### src/rtl/multireceive.sv
// Receiver for the multisend digit link: synchronises the strobe and symbol lines, qualifies
// each strobe edge and rebuilds a decimal value from NUM_DIGITS symbols, LSD first.
// Optional inter-symbol timeout is compiled in with `define MULTIRECEIVE_TIMEOUT_EN.
module multireceive #(
    parameter int NUM_DIGITS     = 6,
    parameter int QUAL_CYCLES    = 1200,
    parameter int TIMEOUT_CYCLES = 2400000
) (
    input  logic        hwclk,
    input  logic        rst_n,
    input  logic        enabled,
    input  logic        in0,
    input  logic        in1,
    input  logic        in2,
    input  logic        controlIn,
    output logic [31:0] num,
    output logic        done,
    output logic        busy,
    output logic [2:0]  digit_cnt,
    output logic        err
);

    localparam int QW = $clog2(QUAL_CYCLES + 1);

    if (NUM_DIGITS < 1 || NUM_DIGITS > 9 || QUAL_CYCLES < 2 || TIMEOUT_CYCLES < 1) begin : g_param_check
        $error("multireceive: parameter out of range");
    end

    typedef enum logic [2:0] {
        IDLE,
        WAIT_HIGH,
        QUAL_HIGH,
        WAIT_LOW,
        QUAL_LOW
    } state_t;

    logic [3:0]    sync1_q, sync2_q;
    logic [2:0]    sym;
    logic          ctl;

    state_t        state_q, state_d;
    logic [QW-1:0] qcnt_q, qcnt_d;
    logic [2:0]    sym_lat_q, sym_lat_d;
    logic [31:0]   accum_q, accum_d;
    logic [31:0]   weight_q, weight_d;
    // Four bits so NUM_DIGITS up to 9 can be counted; only the low three leave the block.
    logic [3:0]    cnt_q, cnt_d;
    logic [31:0]   num_q, num_d;
    logic          done_q, done_d;
    logic          busy_q, busy_d;
    logic          accept;

`ifdef MULTIRECEIVE_TIMEOUT_EN
    localparam int GW = $clog2(TIMEOUT_CYCLES + 1);
    logic [GW-1:0] gap_q, gap_d;
    logic          err_q, err_d;
`endif

    // Two-flop synchronisers for the asynchronous remote lines {ctl, sym[2:0]}.
    always_ff @(posedge hwclk or negedge rst_n) begin
        if (!rst_n) begin
            sync1_q <= '0;
            sync2_q <= '0;
        end else begin
            // NOTE: non-blocking assignments so sync2_q takes the old sync1_q, giving two stages.
            sync1_q <= {controlIn, in2, in1, in0};
            sync2_q <= sync1_q;
        end
    end

    assign sym = sync2_q[2:0];
    assign ctl = sync2_q[3];

    always_comb begin
        // NOTE: every variable gets a default first so no path can infer a latch.
        state_d   = state_q;
        qcnt_d    = qcnt_q;
        sym_lat_d = sym_lat_q;
        accum_d   = accum_q;
        weight_d  = weight_q;
        cnt_d     = cnt_q;
        num_d     = num_q;
        done_d    = 1'b0;
        busy_d    = busy_q;
        accept    = 1'b0;
`ifdef MULTIRECEIVE_TIMEOUT_EN
        gap_d     = '0;
        err_d     = err_q;
`endif

        case (state_q)
            IDLE: begin
                accum_d  = '0;
                weight_d = 32'd1;
                cnt_d    = '0;
                busy_d   = 1'b0;
                if (enabled) state_d = WAIT_HIGH;
            end
            WAIT_HIGH: begin
                if (ctl) begin
                    state_d   = QUAL_HIGH;
                    qcnt_d    = QW'(1);
                    sym_lat_d = sym;
                end
            end
            QUAL_HIGH: begin
                if (!ctl) begin
                    state_d = WAIT_HIGH;
                end else if (sym != sym_lat_q) begin
                    sym_lat_d = sym;
                    qcnt_d    = QW'(1);
                end else if (qcnt_q == QW'(QUAL_CYCLES - 1)) begin
                    // This cycle is the QUAL_CYCLES-th stable one: take the symbol.
                    accept   = 1'b1;
                    accum_d  = accum_q + ({29'd0, sym} * weight_q);
                    weight_d = weight_q * 32'd10;
                    cnt_d    = cnt_q + 4'd1;
                    busy_d   = 1'b1;
                    state_d  = WAIT_LOW;
                end else begin
                    qcnt_d = qcnt_q + 1'b1;
                end
            end
            WAIT_LOW: begin
                if (!ctl) begin
                    state_d = QUAL_LOW;
                    qcnt_d  = QW'(1);
                end
            end
            QUAL_LOW: begin
                if (ctl) begin
                    state_d = WAIT_LOW;
                end else if (qcnt_q == QW'(QUAL_CYCLES - 1)) begin
                    state_d = WAIT_HIGH;
                    if (cnt_q == 4'(NUM_DIGITS)) begin
                        num_d    = accum_q;
                        done_d   = 1'b1;
                        busy_d   = 1'b0;
                        accum_d  = '0;
                        weight_d = 32'd1;
                        cnt_d    = '0;
                    end
                end else begin
                    qcnt_d = qcnt_q + 1'b1;
                end
            end
            default: state_d = IDLE;
        endcase

`ifdef MULTIRECEIVE_TIMEOUT_EN
        if (busy_q && !accept) gap_d = gap_q + 1'b1;
        // Re-arming from IDLE is the enabled low->high event that clears the sticky flag.
        if (state_q == IDLE && enabled) err_d = 1'b0;
        if (busy_q && !accept && !done_d && gap_q == GW'(TIMEOUT_CYCLES - 1)) begin
            err_d    = 1'b1;
            accum_d  = '0;
            weight_d = 32'd1;
            cnt_d    = '0;
            busy_d   = 1'b0;
            gap_d    = '0;
            state_d  = WAIT_LOW;
        end
`endif

        // Disarming overrides everything: the partial frame is dropped, num is kept.
        if (!enabled) begin
            state_d  = IDLE;
            accum_d  = '0;
            weight_d = 32'd1;
            cnt_d    = '0;
            busy_d   = 1'b0;
            done_d   = 1'b0;
            num_d    = num_q;
`ifdef MULTIRECEIVE_TIMEOUT_EN
            gap_d    = '0;
`endif
        end
    end

    always_ff @(posedge hwclk or negedge rst_n) begin
        if (!rst_n) begin
            state_q   <= IDLE;
            qcnt_q    <= '0;
            sym_lat_q <= '0;
            accum_q   <= '0;
            weight_q  <= 32'd1;
            cnt_q     <= '0;
            num_q     <= '0;
            done_q    <= 1'b0;
            busy_q    <= 1'b0;
        end else begin
            state_q   <= state_d;
            qcnt_q    <= qcnt_d;
            sym_lat_q <= sym_lat_d;
            accum_q   <= accum_d;
            weight_q  <= weight_d;
            cnt_q     <= cnt_d;
            num_q     <= num_d;
            done_q    <= done_d;
            busy_q    <= busy_d;
        end
    end

`ifdef MULTIRECEIVE_TIMEOUT_EN
    always_ff @(posedge hwclk or negedge rst_n) begin
        if (!rst_n) begin
            gap_q <= '0;
            err_q <= 1'b0;
        end else begin
            gap_q <= gap_d;
            err_q <= err_d;
        end
    end

    assign err = err_q;
`else
    assign err = 1'b0;
`endif

    assign num       = num_q;
    assign done      = done_q;
    assign busy      = busy_q;
    assign digit_cnt = cnt_q[2:0];

endmodule

### config.mk
export PLATFORM = sky130hd
export DESIGN_NAME = multireceive
export DESIGN_NICKNAME = d
export VERILOG_FILES = /design/src/rtl/multireceive.sv
export SDC_FILE = /design/constraint.sdc
export NUM_CORES = 1
export LEC_CHECK = 0
export ABC_AREA = 1
export BUFFER_PORTS_ARGS = -buffer_cell sky130_fd_sc_hd__buf_4
export CAP_MARGIN = 40
export CORE_ASPECT_RATIO = 0.5
export CORE_MARGIN = 2
export CORE_UTILIZATION = 55
export DETAILED_ROUTE_END_ITERATION = 10
export HOLD_SLACK_MARGIN = 0.02
export MAX_ROUTING_LAYER = met4
export PLACE_DENSITY = 0.72
export SYNTH_ARGS = -nofsm -noshare
export SYNTH_HDL_FRONTEND = slang
export SYNTH_SLANG_ARGS = --single-unit
### constraint.sdc
create_clock -name hwclk -period 6.7 [get_ports hwclk]
set_input_delay 0.335 -clock hwclk [delete_from_list [all_inputs] [get_ports hwclk]]
set_output_delay 0.335 -clock hwclk [all_outputs]
set_load 0.1 [all_outputs]
# Yosys cells after proc, flatten, opt, wreduce, memory -nomap -nowiden
# Index checks and enable logic that the tools add are counted.
dict set report classes {
  n_bitwise 1
  eq_ne 24
  n_reduce_logical 8
  add_sub_neg 3
  n_mul 2
  mux 57
}
# op n
set ops {}
lappend ops {{2-to-1 mux 32 bit} 14}
lappend ops {{one-hot mux 32 bit (3 select lines)} 2}
lappend ops {{2-to-1 mux 11 bit} 6}
lappend ops {{one-hot mux 11 bit (4 select lines)} 1}
lappend ops {{2-to-1 mux 3 bit} 11}
lappend ops {{adder 32 bit} 1}
lappend ops {{multiplier 3 x 32 -> 32 bit} 1}
lappend ops {{multiplier 32 x 3 -> 31 bit (second input constant)} 1}
lappend ops {{2-to-1 mux 4 bit} 7}
lappend ops {{inequality test 3 bit (second input constant)} 8}
lappend ops {{one-hot mux 3 bit (5 select lines)} 1}
lappend ops {{AND reduction 5 bit} 3}
lappend ops {{2-to-1 mux 1 bit} 12}
lappend ops {{inequality test 4 bit (second input constant)} 3}
lappend ops {{one-hot mux 4 bit (3 select lines)} 1}
lappend ops {{adder 11 x 1 -> 11 bit (second input constant)} 1}
lappend ops {{equality test 11 bit (second input constant)} 1}
lappend ops {{inequality test 2 bit (second input constant)} 5}
lappend ops {{AND reduction 7 bit} 1}
lappend ops {{equality test 3 x 2 -> 1 bit (second input constant)} 2}
lappend ops {{one-hot mux 3 bit (2 select lines)} 1}
lappend ops {{adder 4 x 1 -> 4 bit (second input constant)} 1}
lappend ops {{equality test 4 x 3 -> 1 bit (second input constant)} 1}
lappend ops {{inequality test 4 x 1 -> 1 bit (second input constant)} 1}
lappend ops {{other kinds (9)} 9}
dict set report totals {
  out_inout_bits 38
  inputBits 7
  reg_bits 127
  wordCells 106
}

# Longest topological paths before layout
dict set report depth {
  ltp_word 7
  ltp_mapped 20
  ltp_nobuf 18
}

# Worst setup path after synthesis
# No wires, ideal clock.
dict set report synth_timing {
  path_kind {reg2reg}
  start {reg sync2_q[2]}
  end {reg accum_q[29]}
  slack_ns 3.558
  setup_ns 0.117
  arrival_time_ns 3.025
  n_path_buf 2
  required_ns 6.583
  path_stages_with_launch 17
  synth_period_minus_slack_ns 3.142
  path_cell_list {dfrtp_1 -> buf_2 -> clkbuf_1 -> nand2_1 -> fa_1 -> fa_1 -> fa_1 -> inv_1 -> nand3_1 -> nand3_1 -> nand2_1 -> nand3_1 -> nand2_1 -> nand2_1 -> nand2_1 -> nand3_1 -> nand2_1}
}
dict set report synth_between {
  elab_chain_cells 7
  elab_cells_between_ends 10
  cone_classes {1 x add/sub; 1 x mul; 2 x eq/ne; 5 x mux; 1 x reduce/logical}
}
# item line
set synth_lines {}
lappend synth_lines {{start: declaration} 37} ;# logic [3:0] sync1_q, sync2_q;
lappend synth_lines {{start signal: assignment} 67} ;# sync2_q <= sync1_q;
lappend synth_lines {{multiplier 3 x 32 -> 32 bit} 115} ;# accum_d = accum_q + ({29'd0, sym} * weight_q);
lappend synth_lines {{adder 32 bit} 115}
lappend synth_lines {{2-to-1 mux 32 bit} 112} ;# end else if (qcnt_q == QW'(QUAL_CYCLES - 1)) begin
lappend synth_lines {{2-to-1 mux 32 bit} 109} ;# end else if (sym != sym_lat_q) begin
lappend synth_lines {{2-to-1 mux 32 bit} 107} ;# if (!ctl) begin
lappend synth_lines {{one-hot mux 32 bit (3 select lines)} 91} ;# case (state_q)
lappend synth_lines {{2-to-1 mux 32 bit} 166} ;# if (!enabled) begin
lappend synth_lines {{end signal: assignment} 195} ;# accum_q <= accum_d;
lappend synth_lines {{end: declaration} 44} ;# logic [31:0] accum_q, accum_d;
# Several ways; a longest one is shown, not always the timed one. The select of a mux whose other input is x is not followed.
# A chain may end at the register's enable or synchronous reset.

# Worst setup path in the final report
dict set report layout_timing {
  start {reg sync2_q[2]}
  end {reg accum_q[30]}
}
# Same word-level chain as after synthesis.

==> results.yml <==
clocking:
  cts_buffers: 17
  htreeDepth: 4
  clk_latency_ps: 460
  cts_sinks: 127
  root_buffer: "clkbuf_16"
  clk_pin_slew_ps: 60
  cts_tree: "yes"
  clockBufferDepth: 2
finish:
  final_layout_size_suffix_gt1_share_pct: 5.50
  register_area_sq_um: 3180
  multi_input_area_sq_um: 7070
  final_core_util_pct: 61.6
  fill_cells: 2106
  layout.nets: 2019
  diodes: 0
  area_growth_pct: 10.1
global_routing:
  grt_pass1_wl_mm: 52.7
  gr-usage-met2_pct: 45.0
  met3_usage_pct: 6.11
  grt_antenna_before_repair: 0
  grt_pass1_vias: 10400
  grt_max_degree: 57
  grt_use_total_pct: 29.7
  grt.met1_usage_pct: 40.7
  grt-busiest-layer: "met2"
  grt-ovfl-total: 0
synthesis:
  synth_cells: 1823
  syn_avg_cell_area_sq_um: 6.66
  yosysSeqAreaShare_pct: 26.2
  yosys_warnings: 0
  synthArstFlopShare_pct: 100
  synth_area_sq_um: 12100
  yosys_register_bits: 127
  synth_enable_flop_cells: 0
  synthesis.nets: 1981
  ys_types: 39
  synth_flop_cell: "dfrtp_1"
floorplanning:
  ios: 45
  dieArea_sq_um: 23300
  core_sq_um: 21700
  floorplan.initialDensity_pct: 56.0
  fp-row-count: 38
  die_w_um: 214
  die_h_um: 109
critical_path:
  crit_chain: "buf_16 -> nand2_1 -> inv_1 -> fa_1 -> inv_1 -> fa_1 -> inv_1 -> ha_1 -> nand2_1 -> nor2_1 -> and2_1 -> nand2_1 -> nand2_1 -> nand2_1 -> nand2_1 -> nand2_1 -> nand3_1 -> nand2_1"
  ff2ff_path_depth: 18
  crit_start: "sync2_q[2]"
  cp_max_fo: 25
  r2r_setup_slack_ps: 2940
  slowest_stage: "dfrtp_1"
  worstSetupPathType: "flop to flop"
  critPathMaxStageDelay_ps: 530
  cp-end-kind: "flop"
  cpMostUsedCell: "nand2_1"
  reg2reg_to: "accum_q[30]"
  crit_required_ps: 7040
  cp.arrival_ps: 4090
  cp-endpoint: "accum_q[30]"
  cp-start-kind: "flop"
  r2r_start: "sync2_q[2]"
placed_design:
  portBuffers: 43
  dp_slack_ps: 3060
  routabilityCongestion: 0.959
  hpwl_mm: 24.5
timing:
  fmax_mhz: 266
  slew_violations: 0
  max_slew.worst_pin.slew_ps: 786
  final.min_clock_period_ps: 3760
  fin_tns_setup_ps: 0
  hold_viol_final: 0
  fin_ws_ps: 2940
  finClkSkew_ps: 12.6
  relSlewSlack_pct: 47.5
  whs_ps: 196
  min_period_over_period_pct: 56.0
  rsz0062_at_grt: "false"
  setup_violations: 0
worst_hold_path:
  hp-start: "enabled"
  hold_path.class: "input port to flop"
routing:
  viasPerCell: 5.01
  firstDrtPassIters: 6
  drc_errors: 0
  routedWlPerCell_um: 14.4
  drt_iter0_markers: 1006
  antenna_left: 0
  vias: 10900
  wirelength_mm: 31.4
pwr:
  power_density_nw_per_um2: 154
  peakVddDrop_mv: 0.186
  p_leak_nw: 8.21
  total_power_mw: 2.05
flow_run:
  drv_cap: 0
run_status:
  status: "finished, final reports clean"
## critical path, delay by kind of cell (launching register included)
family                     cells  cell delay [ps]
and+or+nand+nor               11             1310
buffers and inverters          4              380
DFF                            1              530
adders and majority gates      3             1400
## cells in the final DEF, fill, tap and decap left out, types with 11 or more instances in the layout
cell type and count:
a21oi_1 42, xnor2_1 27, o21ai_1 18, o22ai_1 15
buf_4 43, dfrtp_1 126, inv_1 442, xor2_1 11
nor2_1 82, o21ai_0 55, clkbuf_16 17, fa_1 60
nand2_1 635, ha_1 91, nand4_1 16, nor3_1 14
nand3_1 108
## stage by stage
stage	instances	cell area (sq um)
after floorplan	1823	12100
after global placement	2132	12600
after detailed placement	2137	12800
after CTS	2174	13400
after global routing	2174	13400
final	2174	13400
## worst min-delay path by stage
stage            endpoint  slack (ps)  depth (start not counted)
2_1_floorplan  accum_q[0]          40                          0
3_3_place_gp   sync2_q[3]         330                          1
3_5_place_dp   state_q[0]         330                          1
4_1_cts        state_q[0]         180                          3
5_1_grt        state_q[0]         220                          3
6_report       state_q[0]         200                          3
## cell type report
class / count / area share, %
flip-flops and latches: 127 / 23.8
clock inverters: 15 / 0.927
inverters: 447 / 12.6
multi-input cells: 1214 / 52.9
well taps: 300 / 2.81
clock buffers: 17 / 3.18
repair buffers: 54 / 3.85
## cell usage after synthesis (8+ instances only)
master | n | share of area, %
a21oi_1 | 42 | 1.7
buf_6 | 8 | 0.74
clkbuf_1 | 16 | 0.49
dfrtp_1 | 126 | 26
fa_1 | 60 | 9.9
ha_1 | 91 | 9.4
inv_1 | 442 | 14
nand2_1 | 636 | 20
nand3_1 | 108 | 4.5
nand4_1 | 16 | 0.82
nor2_1 | 82 | 2.5
nor3_1 | 14 | 0.58
o21ai_0 | 55 | 2.3
o21ai_1 | 18 | 0.74
o22ai_1 | 15 | 0.77
xnor2_1 | 27 | 1.9
xor2_1 | 11 | 0.79
## repair_timing
item | CTS | global route
setup buffers | 0 | 0
hold buffers | 5 | 0
gates resized for setup | 0 | 0
endpoints found under the hold margin | 59 | 0
## flip-flops by register name, indices dropped and copies added (netlist names), 3 cells and up
register   cells
accum_q       32
num           32
weight_q      32
qcnt_q        11
cnt_q          4
sync1_q        4
sync2_q        4
state_q        3
sym_lat_q      3
## layer usage
metal | wire, um | part of all wire (%)
met4 | 431 | 1.4
met2 | 13400 | 43
met3 | 1990 | 6.3
met5 | 0 | 0
met1 | 15600 | 50
## power by group
part / switching, mW / internal, mW / total [mW]
combinational: 0.237 / 0.0916 / 0.329
sequential: 0.0358 / 0.798 / 0.834
clock: 0.407 / 0.481 / 0.889
## kinds of logic after synthesis
family                   after synthesis  share of synthesized area (%)
flip-flops                           127                           26.2
AO/OA/AOI/OAI                        139                           6.09
buffers and inverters                482                           15.6
other                                  1                         0.0309
adder cells (fa/ha/maj)              151                           19.3
XOR/XNOR                              38                           2.74
AND/OR/NAND/NOR                      885                           30.1
Power figures use the tool's default switching activity.
